## src/rtl/mips_alu_pkg.sv

```systemverilog
// mips_alu_pkg: shared width, divider state encoding and divide-by-zero quotient
package mips_alu_pkg;
  localparam int DIV_WIDTH = 32;
  typedef enum logic [1:0] {IDLE, RUN, FIX, DONE} div_state_e;
  localparam logic signed [DIV_WIDTH-1:0] DIV0_QUOTIENT = '1;
endpackage

```

## src/rtl/mips_div_seq_if.sv

```systemverilog
// mips_div_seq_if: execute-stage handshake and result bus of the sequential divider
interface mips_div_seq_if import mips_alu_pkg::*; #(parameter int WIDTH = DIV_WIDTH);
  logic             start;
  logic             is_signed;
  logic [WIDTH-1:0] dividend;
  logic [WIDTH-1:0] divisor;
  logic             busy;
  logic             done;
  logic             div_by_zero;
  logic [WIDTH-1:0] quotient;
  logic [WIDTH-1:0] remainder;
  modport master (output start, is_signed, dividend, divisor,
                  input busy, done, div_by_zero, quotient, remainder);
  modport slave (input start, is_signed, dividend, divisor,
                 output busy, done, div_by_zero, quotient, remainder);
endinterface

```

## src/rtl/cla_sub_w.sv

```systemverilog
// cla_sub_w: a - b as a + ~b + 1 using 4-bit CLA slices and a second-layer group lookahead
module cla_sub_w import mips_alu_pkg::*; #(parameter int WIDTH = DIV_WIDTH) (
  input  logic [WIDTH-1:0] a,
  input  logic [WIDTH-1:0] b,
  output logic [WIDTH-1:0] diff,
  output logic             cout
);
  localparam int N = WIDTH / 4;
  logic [WIDTH-1:0] g, p, c;
  logic [N-1:0]     gg, gp;
  logic [N:0]       gc;
  assign g = a & ~b;
  assign p = a ^ ~b;
  for (genvar i = 0; i < N; i++) begin : g_slice
    logic [3:0] sg, sp;
    assign sg         = g[4*i +: 4];
    assign sp         = p[4*i +: 4];
    assign c[4*i]     = gc[i];
    assign c[4*i+1]   = sg[0] | sp[0] & gc[i];
    assign c[4*i+2]   = sg[1] | sp[1] & sg[0] | sp[1] & sp[0] & gc[i];
    assign c[4*i+3]   = sg[2] | sp[2] & sg[1] | sp[2] & sp[1] & sg[0] | sp[2] & sp[1] & sp[0] & gc[i];
    assign gg[i]      = sg[3] | sp[3] & sg[2] | sp[3] & sp[2] & sg[1] | sp[3] & sp[2] & sp[1] & sg[0];
    assign gp[i]      = &sp;
  end
  // carry-in of 1 completes the two's-complement of b
  always_comb begin
    gc[0] = 1'b1;
    for (int k = 0; k < N; k++) gc[k+1] = gg[k] | gp[k] & gc[k];
  end
  assign diff = p ^ c;
  assign cout = gc[N];
endmodule

```

## src/rtl/mips_div_seq.sv

```systemverilog
// mips_div_seq: multi-cycle restoring DIV/DIVU, one quotient bit per clock
module mips_div_seq import mips_alu_pkg::*; #(parameter int WIDTH = DIV_WIDTH) (
  input logic           clk,
  input logic           rst_n,
  mips_div_seq_if.slave bus
);
  localparam int CNT_W = $clog2(WIDTH) + 1;
  div_state_e       state_q, state_d;
  logic [CNT_W-1:0] cnt_q, cnt_d;
  logic [WIDTH-1:0] rem_q, rem_d, quo_q, quo_d, dvs_q, dvs_d, q_out_q, q_out_d, r_out_q, r_out_d;
  logic             qneg_q, qneg_d, rneg_q, rneg_d, dz_q, dz_d, dz_out_q, dz_out_d;
  logic [WIDTH-1:0] rem_sh, sa_a, sa_b, sa_diff, sb_b, sb_diff;
  logic             sa_cout, unused_cout, no_borrow, a_neg, b_neg;
  // one subtractor serves abs(dividend), the trial subtract and quotient negation; the other abs(divisor) and remainder negation
  assign rem_sh    = {rem_q[WIDTH-2:0], quo_q[WIDTH-1]};
  assign sa_a      = state_q == RUN ? rem_sh : '0;
  assign sa_b      = state_q == RUN ? dvs_q : state_q == FIX ? quo_q : bus.dividend;
  assign sb_b      = state_q == FIX ? rem_q : bus.divisor;
  assign no_borrow = sa_cout | rem_q[WIDTH-1];
  assign a_neg     = bus.is_signed & bus.dividend[WIDTH-1];
  assign b_neg     = bus.is_signed & bus.divisor[WIDTH-1];
  cla_sub_w #(.WIDTH(WIDTH)) u_sub_a (.a(sa_a), .b(sa_b), .diff(sa_diff), .cout(sa_cout));
  cla_sub_w #(.WIDTH(WIDTH)) u_sub_b (.a('0), .b(sb_b), .diff(sb_diff), .cout(unused_cout));
  always_comb begin
    state_d  = state_q;
    cnt_d    = cnt_q;
    rem_d    = rem_q;
    quo_d    = quo_q;
    dvs_d    = dvs_q;
    qneg_d   = qneg_q;
    rneg_d   = rneg_q;
    dz_d     = dz_q;
    q_out_d  = q_out_q;
    r_out_d  = r_out_q;
    dz_out_d = dz_out_q;
    if (state_q == IDLE && bus.start) begin
      dz_d    = bus.divisor == '0;
      qneg_d  = a_neg ^ b_neg;
      rneg_d  = a_neg;
      quo_d   = a_neg ? sa_diff : bus.dividend;
      dvs_d   = b_neg ? sb_diff : bus.divisor;
      rem_d   = dz_d ? bus.dividend : '0;
      cnt_d   = CNT_W'(WIDTH);
      state_d = dz_d ? FIX : RUN;
    end else if (state_q == RUN) begin
      rem_d   = no_borrow ? sa_diff : rem_sh;
      quo_d   = {quo_q[WIDTH-2:0], no_borrow};
      cnt_d   = cnt_q - 1'b1;
      state_d = cnt_q == CNT_W'(1) ? FIX : RUN;
    end else if (state_q == FIX) begin
      q_out_d  = dz_q ? WIDTH'(DIV0_QUOTIENT) : qneg_q ? sa_diff : quo_q;
      r_out_d  = rneg_q && !dz_q ? sb_diff : rem_q;
      dz_out_d = dz_q;
      state_d  = DONE;
    end else if (state_q == DONE) begin
      state_d = IDLE;
    end
  end
  always_ff @(posedge clk or negedge rst_n) begin
    if (!rst_n) begin
      state_q  <= IDLE;
      cnt_q    <= '0;
      rem_q    <= '0;
      quo_q    <= '0;
      dvs_q    <= '0;
      qneg_q   <= 1'b0;
      rneg_q   <= 1'b0;
      dz_q     <= 1'b0;
      q_out_q  <= '0;
      r_out_q  <= '0;
      dz_out_q <= 1'b0;
    end else begin
      state_q  <= state_d;
      cnt_q    <= cnt_d;
      rem_q    <= rem_d;
      quo_q    <= quo_d;
      dvs_q    <= dvs_d;
      qneg_q   <= qneg_d;
      rneg_q   <= rneg_d;
      dz_q     <= dz_d;
      q_out_q  <= q_out_d;
      r_out_q  <= r_out_d;
      dz_out_q <= dz_out_d;
    end
  end
  assign bus.busy        = state_q == RUN || state_q == FIX;
  assign bus.done        = state_q == DONE;
  assign bus.div_by_zero = dz_out_q;
  assign bus.quotient    = q_out_q;
  assign bus.remainder   = r_out_q;
endmodule

```

## src/flat_wrapper.sv

```systemverilog
// flat-port wrapper written by rule: the top's interface ports become plain ports
module mips_div_seq_flat import mips_alu_pkg::*;
#(parameter int WIDTH = DIV_WIDTH)
  (clk, rst_n, bus_start, bus_is_signed, bus_dividend, bus_divisor, bus_busy, bus_done, bus_div_by_zero, bus_quotient, bus_remainder);
  mips_div_seq_if #(.WIDTH(WIDTH)) bus_i ();
  input logic clk;
  input logic rst_n;
  input wire logic [$bits(bus_i.start)-1:0] bus_start;
  input wire logic [$bits(bus_i.is_signed)-1:0] bus_is_signed;
  input wire logic [$bits(bus_i.dividend)-1:0] bus_dividend;
  input wire logic [$bits(bus_i.divisor)-1:0] bus_divisor;
  output wire logic [$bits(bus_i.busy)-1:0] bus_busy;
  output wire logic [$bits(bus_i.done)-1:0] bus_done;
  output wire logic [$bits(bus_i.div_by_zero)-1:0] bus_div_by_zero;
  output wire logic [$bits(bus_i.quotient)-1:0] bus_quotient;
  output wire logic [$bits(bus_i.remainder)-1:0] bus_remainder;
  assign bus_i.start = bus_start;
  assign bus_i.is_signed = bus_is_signed;
  assign bus_i.dividend = bus_dividend;
  assign bus_i.divisor = bus_divisor;
  assign bus_busy = bus_i.busy;
  assign bus_done = bus_i.done;
  assign bus_div_by_zero = bus_i.div_by_zero;
  assign bus_quotient = bus_i.quotient;
  assign bus_remainder = bus_i.remainder;
  mips_div_seq #(.WIDTH(WIDTH)) u_core (.clk(clk), .rst_n(rst_n), .bus(bus_i));
endmodule
```

## config.mk

```make
export PLATFORM = sky130hd
export DESIGN_NAME = mips_div_seq_flat
export DESIGN_NICKNAME = d
export VERILOG_FILES = /design/src/rtl/mips_alu_pkg.sv /design/src/rtl/mips_div_seq_if.sv /design/src/rtl/cla_sub_w.sv /design/src/rtl/mips_div_seq.sv /design/src/flat_wrapper.sv
export SDC_FILE = /design/constraint.sdc
export NUM_CORES = 1
export LEC_CHECK = 0
export BUFFER_PORTS_ARGS = -buffer_cell sky130_fd_sc_hd__buf_2
export CORE_UTILIZATION = 60
export CTS_CLUSTER_SIZE = 24
export DETAILED_ROUTE_END_ITERATION = 12
export GPL_TIMING_DRIVEN = 1
export PLACE_DENSITY_LB_ADDON = 0.1
export SLEW_MARGIN = 15
export SYNTH_ARGS = -nofsm -noshare
export SYNTH_HDL_FRONTEND = slang
export SYNTH_HIERARCHICAL = 1
export SYNTH_SLANG_ARGS = --single-unit
export TNS_END_PERCENT = 1
```

## constraint.sdc

```tcl
create_clock -name clk -period 7.3 [get_ports clk]
set_input_delay 1.46 -clock clk [delete_from_list [all_inputs] [get_ports clk]]
set_output_delay 1.46 -clock clk [all_outputs]
set_load 0.01 [all_outputs]
```

== Word-level counts from Yosys, hierarchy flattened ==
Index checks and enable logic that the tools add are counted.

* Flip-flop bits (word level): 172
* Bits of input ports: 68

* $add $sub $neg: 1
* Equal/unequal tests: 4
* Multiplexer cells: 23
* Bitwise logic cells: 259
* Reductions and logical operators: 24

{| class="wikitable"
|+ Operators with widths
! operator !! number
|-
| 32-bit 2-to-1 mux || 15
|-
| 1-bit AND || 169
|-
| 32-bit XOR || 3
|-
| 1-bit bitwise OR || 81
|-
| 32-bit NOT || 2
|-
| 4-bit AND reduction || 15
|-
| 32-bit AND || 1
|-
| 32-bit logical NOT || 1
|-
| 2-bit 2-to-1 mux || 6
|-
| 6-bit 2-to-1 mux || 2
|-
| 6-bit by 1-bit == test with 1-bit output, second input constant || 1
|-
| 6-bit by 1-bit subtractor with 6-bit output, second input constant || 1
|-
| 2-bit == test, second input constant || 2
|-
| 4-bit nonzero test || 1
|-
| 3-bit AND reduction || 1
|-
| 2-bit by 1-bit == test with 1-bit output, second input constant || 1
|-
| 1-bit logical AND || 2
|-
| 2-bit logical NOT || 1
|-
| 1-bit NOT || 2
|-
| 2-bit nonzero test || 1
|-
| 1-bit logical NOT || 1
|-
| 1-bit logical OR || 1
|-
| 1-bit XOR || 1
|}

== Longest topological paths before layout ==
Gate-level depths: netlist of the first run.

* Depth after elaboration: 28
* Depth in mapped cells: 22
* Gate-level depth less buffers: 19

== Hierarchy ==
Netlist of the first run, hierarchy kept.

{| class="wikitable"
|+ By module, submodules not included
! module !! times used !! cells each !! area each (µm²) !! sequential area each (µm²)
|-
| mips_div_seq || 1 || 1,104 || 10,055.9 || 4,304.1
|-
| cla_sub_w || 2 || 208 || 1,501.4 || 0.0
|}

== Worst setup path after synthesis of the first run ==
OpenSTA, ideal clock, no wires.

* Path type: input port to flip-flop
* Start point: input port bus_dividend[2]
* End point: register u_core.rem_q[17]
* Setup time: 74 ps
* Arrival: 4,710 ps
* Slack: 2,516 ps
* Stages on the path: 17
* Buffers on the path: 1
* Cells stage by stage: mux2i_1 > o21ai_0 > inv_1 > ha_1 > o21a_1 > o2bb2ai_2 > or4_1 > o211ai_2 > o31ai_4 > o221a_4 > a21oi_1 > or3_1 > nor2_1 > clkbuf_1 > nand2_1 > a311o_1 > o21ai_2

* Longest elaborated chain between the ends: 27
* Elaborated cells between the ends (all ways): 36

{| class="wikitable"
|+ Ends and longest elaborated chain
! element !! line !! source
|-
| start, declared || flat_wrapper.sv:10 || <nowiki>input wire logic [$bits(bus_i.dividend)-1:0] bus_dividend;</nowiki>
|-
| 32-bit 2-to-1 mux (*) (2 in a row) || mips_div_seq.sv:17 || <nowiki>assign sa_b = state_q == RUN ? dvs_q : state_q == FIX ? quo_q : bus.dividend;</nowiki>
|-
| named net u_core.sa_b[2] || mips_div_seq.sv:12 || <nowiki>logic [WIDTH-1:0] rem_sh, sa_a, sa_b, sa_diff, sb_b, sb_diff;</nowiki>
|-
| 32-bit NOT (*) || cla_sub_w.sv:12, cla_sub_w.sv:13 ||
|-
| 32-bit AND or 32-bit XOR (tied branches) || cla_sub_w.sv:12, cla_sub_w.sv:13 ||
|-
| 1-bit AND || cla_sub_w.sv:22 || <nowiki>assign gg[i] = sg[3] | sp[3] & sg[2] | sp[3] & sp[2] & sg[1] | sp[3] & sp[2] & sp[1] & sg[0];</nowiki>
|-
| 1-bit bitwise OR or 1-bit AND (tied branches) (2 in a row) || cla_sub_w.sv:22 ||
|-
| 1-bit bitwise OR || cla_sub_w.sv:22 ||
|-
| 1-bit bitwise OR (*) || cla_sub_w.sv:28 || <nowiki>for (int k = 0; k < N; k++) gc[k+1] = gg[k] | gp[k] & gc[k];</nowiki>
|-
| (+11 left out) || -- ||
|-
| 1-bit bitwise OR (*) || cla_sub_w.sv:28 ||
|-
| 1-bit AND (*) || cla_sub_w.sv:28 ||
|-
| 1-bit bitwise OR (*) || cla_sub_w.sv:28 ||
|-
| named net u_core.sa_cout || mips_div_seq.sv:13 || <nowiki>logic sa_cout, unused_cout, no_borrow, a_neg, b_neg;</nowiki>
|-
| 1-bit bitwise OR (*) || mips_div_seq.sv:19 || <nowiki>assign no_borrow = sa_cout | rem_q[WIDTH-1];</nowiki>
|-
| 32-bit 2-to-1 mux (*) || mips_div_seq.sv:46 || <nowiki>rem_d = no_borrow ? sa_diff : rem_sh;</nowiki>
|-
| 32-bit 2-to-1 mux (*) || mips_div_seq.sv:45 || <nowiki>end else if (state_q == RUN) begin</nowiki>
|-
| 32-bit 2-to-1 mux (*) || mips_div_seq.sv:36 || <nowiki>if (state_q == IDLE && bus.start) begin</nowiki>
|-
| end signal, assigned || mips_div_seq.sv:75 || <nowiki>rem_q <= rem_d;</nowiki>
|-
| end, declared || mips_div_seq.sv:10 || <nowiki>logic [WIDTH-1:0] rem_q, rem_d, quo_q, quo_d, dvs_q, dvs_d, q_out_q, q_out_d, r_out_q, r_out_d;</nowiki>
|}

Mark *: on every way through the listed nets, which the timed path passes. The rest lies on a longest branch. The select of a mux whose other input is x is not followed.
A chain may end at the register's enable or synchronous reset.

== Final worst setup path of the first run ==
* Start point: register u_core.state_q[0]
* End point: register u_core.rem_q[2]

* Longest elaborated chain between the ends: 28
* Elaborated cells between the ends (all ways): 107

{| class="wikitable"
|+ Ends and longest elaborated chain
! element !! line !! source
|-
| start, declared || mips_div_seq.sv:8 || <nowiki>div_state_e state_q, state_d;</nowiki>
|-
| start signal, assigned || mips_div_seq.sv:73 || <nowiki>state_q <= state_d;</nowiki>
|-
| 2-bit == test || mips_div_seq.sv:17 ||
|-
| 32-bit 2-to-1 mux || mips_div_seq.sv:17 ||
|-
| 32-bit 2-to-1 mux (*) || mips_div_seq.sv:17 ||
|-
| named net u_core.sa_b[2] || mips_div_seq.sv:12 ||
|-
| 32-bit NOT (*) || cla_sub_w.sv:12, cla_sub_w.sv:13 ||
|-
| 32-bit AND or 32-bit XOR (tied branches) || cla_sub_w.sv:12, cla_sub_w.sv:13 ||
|-
| 1-bit AND || cla_sub_w.sv:22 ||
|-
| 1-bit bitwise OR or 1-bit AND (tied branches) (2 in a row) || cla_sub_w.sv:22 ||
|-
| (+13 left out) || -- ||
|-
| 1-bit bitwise OR (*) || cla_sub_w.sv:28 ||
|-
| 1-bit AND (*) || cla_sub_w.sv:28 ||
|-
| 1-bit bitwise OR (*) || cla_sub_w.sv:28 ||
|-
| named net u_core.sa_cout || mips_div_seq.sv:13 ||
|-
| 1-bit bitwise OR (*) || mips_div_seq.sv:19 ||
|-
| 32-bit 2-to-1 mux (*) || mips_div_seq.sv:46 ||
|-
| 32-bit 2-to-1 mux (*) || mips_div_seq.sv:45 ||
|-
| 32-bit 2-to-1 mux (*) || mips_div_seq.sv:36 ||
|}

Marks and branches as above.

==> flow_summary_export.csv, run 1 <==
group,metric,value,unit
status,status,"complete, no violations",
worst_setup_path,regToRegEndpoint,"u_core/rem_q[2]$_DFFE_PN0P_",
cells_and_area,nets,1783,
power_and_ir_drop,switchingPower,3070,uW
worst_setup_path,slowest_stage,"ha_4",
min_path,min_to,"u_core/dvs_q[3]$_DFFE_PN0P_",
min_path,holdPathStages,2,
timing,period_needed,5.45,ns
min_path,hold_path_class,"reg2reg",
power_and_ir_drop,leakage,0.00664,uW
worst_setup_path,r2r-start,"u_core/state_q[0]$_DFFE_PN0P_",
timing,finalHoldViolCount,0,
worst_setup_path,max_stage_delay,0.80,ns
routing,vias_per_cell,6.08,
clock_tree,cts.repair.resized,0,
grt,grt_pass1_vias,10900,
job,maxCapViolCount,0,
worst_setup_path,crit_type,"reg2reg",
timing,finalSetupViolCount,0,
placement,dp_hpwl,25.0,mm
clock_tree,cts_buffer_depth,2,
worst_setup_path,worst-r2r-cell-count,19,
timing,fmax,183,MHz
routing,drc,0,
power_and_ir_drop,swShare,46.1,%
cells_and_area,fillers,1764,
grt,track_usage,33.2,%
clock_tree,htreeDepth,4,
power_and_ir_drop,p_clk_share,13.9,%
clock_tree,cts_root_buf,"clkbuf_16",
synth,syn_inst,1519,
placement,dpl.cell_count,1885,
floorplan,coreArea,21200,sq um
synth,avgSynthCellArea,8.59,sq um
grt,grt_pass1_wl,57.9,mm
cells_and_area,final_cells,1915,
timing,fin_ws,1.85,ns
worst_setup_path,cpLargestDelayFamily,"compound AO/OA/AOI/OAI gates",
routing,drt_pass1_iterations,6,
timing,slew_headroom,27.9,%
worst_setup_path,cp_cell_sequence,"inv_1 > ha_4 > mux2i_1 > o21ai_0 > inv_1 > ha_1 > o21a_1 > o2bb2ai_2 > or4_1 > o211ai_2 > o31ai_4 > o221a_4 > a21oi_1 > or3_1 > nor2_2 > buf_4 > nand2_1 > a311o_1 > o21ai_0",
clock_tree,clk_latency,0.44,ns
timing,skew,0.00944,ns
routing,drt_iter0_markers,1125,
cells_and_area,area_growth,11.7,%
worst_setup_path,path_buf_inv,3,
synth,yosys_warnings,6,
timing,finalCritPeriodShare,74.7,%
clock_tree,path_clk_slew,0.07,ns
floorplan,placementRows,53,
min_path,hp-start,"u_core/dvs_q[3]$_DFFE_PN0P_",
floorplan,die_h,149,um
worst_setup_path,cp.arrival,5.80,ns
cells_and_area,layout-drive-gt1-share,14.3,%
cells_and_area,finalInstanceArea,14600,sq um
routing,post_drt_wl_per_cell,18.7,um
floorplan,die_w,149,um
clock_tree,cts_tree,"built",
clock_tree,postCtsSetupBuffers,0,
placement,pre_cts_ws,1.88,ns
timing,worstMarginPinSlew,1.08,ns
grt,antenna_found_initial,0,
clock_tree,cts_sinks,172,
synth,synth_area,13100,sq um
floorplan,die-area,22300,sq um
power_and_ir_drop,power_frac_comb,60.8,%
worst_setup_path,endpoint_kind,"register",
worst_setup_path,critPathLaunchType,"register",
floorplan,initial_core_util,61.7,%
cells_and_area,final_cell_mix,"dfrtp_1 (171), mux2i_1 (158), o21ai_0 (151)",
grt,grt_max_degree,96,
timing,slew_violations,0,
routing,route.antenna.remaining_nets,0,
worst_setup_path,crit_required,7.64,ns
power_and_ir_drop,p_seq_share,25.3,%
power_and_ir_drop,ir_worst_vdd,288,uV
clock_tree,cts_buffers,17,
placement,io_buffers,134,
worst_setup_path,r2r_slack,1.85,ns
floorplan,boundaryPins,135,
placement,gp_congestion,0.913,
routing,dr_total_vias,11600,
power_and_ir_drop,power_density,457,nW/um^2
timing,rsz0062_at_grt,"false",
routing,finalWirelength,35.8,mm
grt,grt_overflow_total,0,
clock_tree,ctsHoldBuffers,0,
timing,fin_tns_setup,0,ns
worst_setup_path,cp_max_fo,61,
placement,dpl-instance-area,14000,sq um
power_and_ir_drop,p_int,3590,uW
cells_and_area,final_common_cell,"dfrtp_1",
cells_and_area,n_antenna_cell,0,
[tightest hold or removal path, stage by stage (launching register included)]
cell     delay, ns
dfrtp_1       0.34
nand2_1       0.05
o21ai_0       0.06
[routing by layer]
layer / share of wire, % / vias to the layer above / track usage [%]
met4: 2.0 / 0 / 11.1
li1: - / 5496 / -
met5: 0 / - / 0
met2: 43 / 538 / 48.1
met1: 46 / 5561 / 50.2
met3: 8.7 / 46 / 5.00
[power groups by stage]
stage               clock network (uW)  registers (uW)  logic, uW
floorplan                            0            1490       3110
global placement                     0            1670       3830
detailed placement                   0            1680       3930
CTS                                936            1670       3970
global route                       974            1720       4490
finish                             923            1690       4050
[area by class of cell]
cell class | instances | area, sq um | area share [%]
multi-input cells | 1168 | 8090 | 55.5
well taps | 275 | 344 | 2.36
repair buffers | 152 | 812 | 5.57
inverters | 118 | 443 | 3.04
clock buffers | 21 | 470 | 3.23
flip-flops and latches | 172 | 4310 | 29.5
clock inverters | 9 | 115 | 0.789
[registers in the layout, summed over array words and instances, names as in the netlist]
signal,cells
u_core/bus.div_by_zero,1
u_core/bus.quotient,32
u_core/bus.remainder,32
u_core/cnt_q,6
u_core/dvs_q,32
u_core/dz_q,1
u_core/qneg_q,1
u_core/quo_q,32
u_core/rem_q,32
u_core/rneg_q,1
u_core/state_q,2
[per-stage QoR]
stage	util [%]	power [uW]	hold slack [ns]
6_report	68.9	6660	0.481
5_1_grt	68.9	7180	0.523
4_1_cts	68.9	6570	0.487
3_5_place_dp	66.1	5610	0.471
3_3_place_gp	66.1	5490	0.463
2_1_floorplan	-	4600	0.442
[how the worst max path moves through the flow]
stage	from	endpoint	slack (ns)	depth (start not counted)
after global routing	u_core/state_q[0]$_DFFE_PN0P_	u_core/rem_q[2]$_DFFE_PN0P_	1.41	19
after CTS	u_core/state_q[0]$_DFFE_PN0P_	u_core/rem_q[2]$_DFFE_PN0P_	1.86	19
after global placement	bus_dividend[8]	u_core/rem_q[21]$_DFFE_PN0P_	2.01	18
after floorplan	bus_dividend[2]	u_core/rem_q[17]$_DFFE_PN0P_	2.52	17
final	u_core/state_q[0]$_DFFE_PN0P_	u_core/rem_q[2]$_DFFE_PN0P_	1.85	19
after detailed placement	bus_dividend[8]	u_core/rem_q[8]$_DFFE_PN0P_	1.88	18
Note: power is estimated with default switching activity, not from simulation.
==> run 2: changes to the inputs <==
- ABC_AREA: default -> 1
- clock period: 7.3 -> 5.3 ns (I/O delays scaled with it)
==> run 2 against run 1 <==
Sequential share of layout area increased by 0.51 points. Routed wire length grew 5.9%. First-iteration DRC count shrank 6.9%. Non-clock buffer count decreased by 2. Count of clock-buffer cells in the layout is 1 lower. Worst hold slack about the same. Critical path type unchanged. Critical endpoint is now u_core/rem_q[3]$_DFFE_PN0P_.
==> flow_summary_export.csv, run 2 <==
group,metric,value,unit
status,status,"complete, no violations",
worst_setup_path,worst-r2r-cell-count,34,
routing,dr_total_vias,12900,
floorplan,placementRows,53,
synth,yosys_warnings,6,
clock_tree,cts.repair.resized,0,
grt,grt_overflow_total,0,
grt,grt_pass1_wl,61.3,mm
power_and_ir_drop,switchingPower,756,uW
clock_tree,path_clk_slew,0.07,ns
power_and_ir_drop,power_density,204,nW/um^2
timing,fmax,215,MHz
routing,route.antenna.remaining_nets,0,
clock_tree,clk_latency,0.44,ns
worst_setup_path,regToRegEndpoint,"u_core/rem_q[3]$_DFFE_PN0P_",
grt,grt_max_degree,105,
worst_setup_path,crit_end,"u_core/rem_q[3]$_DFFE_PN0P_",
placement,gp_congestion,0.902,
placement,io_buffers,134,
floorplan,initial_core_util,61.2,%
cells_and_area,final_cells,2264,
cells_and_area,n_antenna_cell,0,
cells_and_area,final_common_cell,"nand2_1",
floorplan,boundaryPins,135,
worst_setup_path,crit_required,5.66,ns
grt,grt_pass1_vias,12200,
job,maxCapViolCount,0,
cells_and_area,final_cell_mix,"nand2_1 (468), inv_1 (280), o21ai_0 (233)",
worst_setup_path,slowest_stage,"dfrtp_1",
power_and_ir_drop,p_int,2170,uW
placement,dpl-instance-area,13700,sq um
timing,worstMarginPinSlew,1.17,ns
clock_tree,postCtsSetupBuffers,0,
placement,pre_cts_ws,0.760,ns
clock_tree,cts_tree,"built",
worst_setup_path,max_stage_delay,0.42,ns
floorplan,die-area,22000,sq um
power_and_ir_drop,p_seq_share,44.8,%
timing,finalHoldViolCount,0,
routing,drc,0,
cells_and_area,layout-drive-gt1-share,11.1,%
cells_and_area,nets,2132,
worst_setup_path,crit_type,"reg2reg",
routing,drt_iter0_markers,1047,
worst_setup_path,cp.arrival,5.01,ns
placement,dp_hpwl,25.3,mm
clock_tree,cts_buffers,17,
worst_setup_path,r2r-start,"u_core/state_q[1]$_DFFE_PN0P_",
timing,finalSetupViolCount,0,
clock_tree,ctsHoldBuffers,0,
power_and_ir_drop,leakage,0.00757,uW
min_path,hold_path_class,"reg2reg",
power_and_ir_drop,power_frac_comb,10.6,%
synth,synth_area,12900,sq um
floorplan,coreArea,21000,sq um
worst_setup_path,cp_max_fo,24,
clock_tree,htreeDepth,4,
clock_tree,cts_buffer_depth,2,
floorplan,die_h,148,um
worst_setup_path,endpoint_kind,"register",
power_and_ir_drop,swShare,25.8,%
power_and_ir_drop,p_clk_share,44.5,%
worst_setup_path,r2r_slack,0.64,ns
routing,drt_pass1_iterations,7,
worst_setup_path,cpMostUsedCell,"nand2_1",
cells_and_area,finalInstanceArea,14300,sq um
timing,finalCritPeriodShare,87.8,%
synth,avgSynthCellArea,6.86,sq um
clock_tree,cts_sinks,172,
timing,skew,0.00989,ns
placement,dpl.cell_count,2234,
worst_setup_path,critPathLaunchType,"register",
routing,post_drt_wl_per_cell,16.8,um
cells_and_area,fillers,1828,
routing,vias_per_cell,5.72,
timing,fin_tns_setup,0,ns
routing,finalWirelength,38.0,mm
clock_tree,cts_root_buf,"clkbuf_16",
worst_setup_path,cp-startpoint,"u_core/state_q[1]$_DFFE_PN0P_",
timing,slew_headroom,21.7,%
timing,slew_violations,0,
grt,antenna_found_initial,0,
floorplan,die_w,148,um
timing,fin_ws,0.644,ns
grt,track_usage,35.4,%
timing,rsz0062_at_grt,"false",
power_and_ir_drop,ir_worst_vdd,222,uV
cells_and_area,area_growth,11.5,%
timing,period_needed,4.66,ns
synth,syn_inst,1873,
-- run 2: worst min path at each step --
stage                                         startpoint                              endpoint  slack [ns]  depth (start not counted)
CTS                         u_core/dvs_q[20]$_DFFE_PN0P_          u_core/dvs_q[20]$_DFFE_PN0P_        0.48                          2
detailed placement          u_core/dvs_q[20]$_DFFE_PN0P_          u_core/dvs_q[20]$_DFFE_PN0P_        0.47                          2
global route                u_core/dvs_q[26]$_DFFE_PN0P_          u_core/dvs_q[26]$_DFFE_PN0P_        0.50                          2
global placement    u_core/bus.remainder[18]$_DFFE_PN0P_  u_core/bus.remainder[18]$_DFFE_PN0P_        0.46                          2
floorplan                    u_core/dvs_q[0]$_DFFE_PN0P_           u_core/dvs_q[0]$_DFFE_PN0P_        0.45                          2
finish              u_core/bus.remainder[25]$_DFFE_PN0P_  u_core/bus.remainder[25]$_DFFE_PN0P_        0.48                          2
-- run 2: layout make-up --
cell class,count,area [sq um],area share [%]
Tap cell,275,344,2.40
Timing Repair Buffer,150,810,5.65
Clock buffer,20,447,3.12
Sequential cell,172,4300,30.0
Multi-Input combinational cell,1354,7220,50.4
Inverter,283,1060,7.43
Clock inverter,10,141,0.987
-- run 2: power by group through the flow --
stage / registers (uW) / clock network (uW) / logic (uW)
after global routing: 1310 / 1370 / 355
after detailed placement: 1340 / 0 / 300
after CTS: 1310 / 1320 / 302
after global placement: 1340 / 0 / 294
final: 1310 / 1300 / 311
after floorplan: 1340 / 0 / 194
-- run 2: per-stage QoR --
stage / total power, uW / utilization, % / hold WS [ns]
2_1_floorplan: 1530 / - / 0.449
3_3_place_gp: 1630 / 65.3 / 0.465
3_5_place_dp: 1640 / 65.3 / 0.465
4_1_cts: 2930 / 68.1 / 0.483
5_1_grt: 3040 / 68.2 / 0.504
6_report: 2930 / 68.2 / 0.481
-- run 2: layer usage --
| layer | track usage (%) | part of all wire [%] | vias up |
|---|---|---|---|
| met5 | 0 | 0 | - |
| met4 | 15.3 | 3.0 | 0 |
| met3 | 6.60 | 8.4 | 74 |
| met2 | 56.2 | 46 | 655 |
| met1 | 47.4 | 43 | 6031 |
| li1 | - | - | 6181 |
-- run 2: critical path: cells and delay by family (launching register included) --
kind	cells	cell delay (ns)
simple gates	25	2.06
compound gates	2	0.59
buf+inv	5	0.97
flops	1	0.42
fa+ha+maj	2	0.50
==> run 3: changes to the inputs <==
- CORE_UTILIZATION: 60 -> 55
- GPL_TIMING_DRIVEN: 1 -> default
- SKIP_LAST_GASP: default -> 1
- clock period: 5.3 -> 4.1 ns (I/O delays scaled with it)
==> run 3 against run 2 <==
Clock power increased by 19%. Final cell count grew 2.4%. Global-route usage shrank 3.2 points. Combinational power increased by 30%. Clock skew up 0.0026 ns. Fmax rose by 20%. Worst hold slack worse by 0.14 ns.
==> flow_summary_export.csv, run 3 (synthesis gave the netlist of run 2 again) <==
group,metric,value,unit
status,status,"complete, no violations",
timing,period_needed,3.87,ns
timing,slew_headroom,24.6,%
timing,skew,0.0125,ns
worst_setup_path,critPathLaunchType,"register",
placement,io_buffers,134,
worst_setup_path,cp.arrival,4.22,ns
clock_tree,cts_sinks,172,
placement,gp_congestion,0.891,
routing,wl_met3,2.86,mm
timing,fmax,258,MHz
floorplan,coreArea,22800,sq um
routing,route.antenna.remaining_nets,0,
worst_setup_path,crit_type,"reg2reg",
worst_setup_path,crit_required,4.45,ns
worst_setup_path,slowest_stage,"dfrtp_2",
routing,post_drt_wl_per_cell,16.4,um
clock_tree,cts_root_buf,"clkbuf_16",
grt,track_usage,32.2,%
timing,finalHoldViolCount,0,
clock_tree,cts_tree,"built",
clock_tree,cts_buffer_depth,2,
timing,worstMarginPinSlew,1.13,ns
timing,rsz0062_at_grt,"true",
cells_and_area,finalInstanceArea,14700,sq um
cells_and_area,nets,2147,
cells_and_area,final_util,64.5,%
routing,dr_total_vias,12700,
routing,vias_per_cell,5.49,
grt,grt_max_degree,136,
routing,drc,0,
timing,finalSetupViolCount,0,
floorplan,boundaryPins,135,
routing,routed.top_layer,"met4",
placement,dpl-instance-area,13900,sq um
cells_and_area,final_cell_mix,"nand2_1 (463), inv_1 (278), o21ai_0 (230)",
floorplan,die_h,155,um
power_and_ir_drop,power_density,248,nW/um^2
worst_setup_path,cp_max_fo,38,
grt,grt_pass1_vias,11700,
worst_setup_path,cpMostUsedCell,"nand2_1",
routing,wl_met1,17.0,mm
clock_tree,clk_latency,0.44,ns
clock_tree,ctsHoldBuffers,0,
worst_setup_path,max_stage_delay,0.43,ns
floorplan,die_w,155,um
routing,finalWirelength,37.9,mm
grt,grt_overflow_total,0,
timing,finalCritPeriodShare,94.4,%
routing,dr_wl_met2,17.1,mm
timing,slew_violations,0,
clock_tree,path_clk_slew,0.07,ns
clock_tree,htreeDepth,4,
placement,dp_hpwl,25.7,mm
cells_and_area,layout-drive-gt1-share,13.1,%
worst_setup_path,endpoint_kind,"register",
cells_and_area,n_antenna_cell,0,
floorplan,initial_core_util,56.4,%
grt,grt_pass1_wl,60.7,mm
job,maxCapViolCount,0,
floorplan,placementRows,55,
cells_and_area,area_growth,14.3,%
power_and_ir_drop,ir_worst_vdd,242,uV
min_path,hold_path_class,"in2async",
power_and_ir_drop,leakage,0.00768,uW
routing,drt_iter0_markers,1043,
grt,antenna_found_initial,0,
floorplan,die-area,24000,sq um
cells_and_area,final_common_cell,"nand2_1",
routing,drt_pass1_iterations,7,
clock_tree,cts_buffers,17,
[run 3: cell type report]
| class | instances | area [sq um] |
|---|---|---|
| Tap cell | 313 | 392 |
| Multi-Input combinational cell | 1354 | 7350 |
| Inverter | 283 | 1060 |
| Fill cell | 2088 | 8080 |
| Sequential cell | 172 | 4310 |
| Timing Repair Buffer | 165 | 1040 |
| Clock inverter | 12 | 86.3 |
| Clock buffer | 20 | 457 |
[run 3: per-layer routing]
metal,track usage [%],vias up
met2,50.1,487
met1,45.4,5982
met5,0,-
li1,-,6213
met4,11.5,0
met3,5.26,59
[run 3: power breakdown]
part / leakage [uW] / internal [uW] / switching, uW
clock: 0.000264 / 814 / 736
combinational: 0.00570 / 140 / 265
sequential: 0.00171 / 1700 / 0
total: 0.00768 / 2650 / 1000
[run 3: worst paths after layout]
check,startpoint,endpoint,slack (ns),depth (start not counted)
max,u_core/state_q[1]$_DFFE_PN0P_,u_core/bus.remainder[29]$_DFFE_PN0P_,0.23,27
min,rst_n,u_core/bus.quotient[5]$_DFFE_PN0P_,0.34,1
max reg2reg,u_core/state_q[1]$_DFFE_PN0P_,u_core/bus.remainder[29]$_DFFE_PN0P_,0.23,27
min reg2reg,u_core/bus.remainder[25]$_DFFE_PN0P_,u_core/bus.remainder[25]$_DFFE_PN0P_,0.48,2
max in group asynchronous,rst_n,u_core/state_q[1]$_DFFE_PN0P_,2.87,2
min in group clk,u_core/bus.remainder[25]$_DFFE_PN0P_,u_core/bus.remainder[25]$_DFFE_PN0P_,0.48,2
[run 3: per-stage QoR]
step | setup TNS, ns | setup WS, ns | hold WS (ns) | power, uW | cells
2_1_floorplan | 0 | 0.354 | 0.449 | 1980 | 1912
3_3_place_gp | 0 | 0.188 | 0.461 | 2120 | 2284
3_5_place_dp | 0 | 0.0670 | 0.467 | 2120 | 2284
4_1_cts | 0 | 0.0141 | 0.357 | 3660 | 2316
5_1_grt | -0.00795 | -0.00795 | 0.380 | 3790 | 2319
6_report | 0 | 0.230 | 0.341 | 3650 | 2319
[run 3: timing repair]
item	in CTS	in global routing
resized for setup	0	38
setup buffers	0	2
setup endpoints to repair	0	46
[run 3: critical path, delay by kind of cell, from the launching register on]
kind	cells	cell delay [ns]
AND/OR/NAND/NOR	18	1.60
AO/OA/AOI/OAI	2	0.32
buffers and inverters	3	0.39
XOR/XNOR	1	0.18
flip-flops	1	0.43
adder cells (fa/ha/maj)	3	0.87
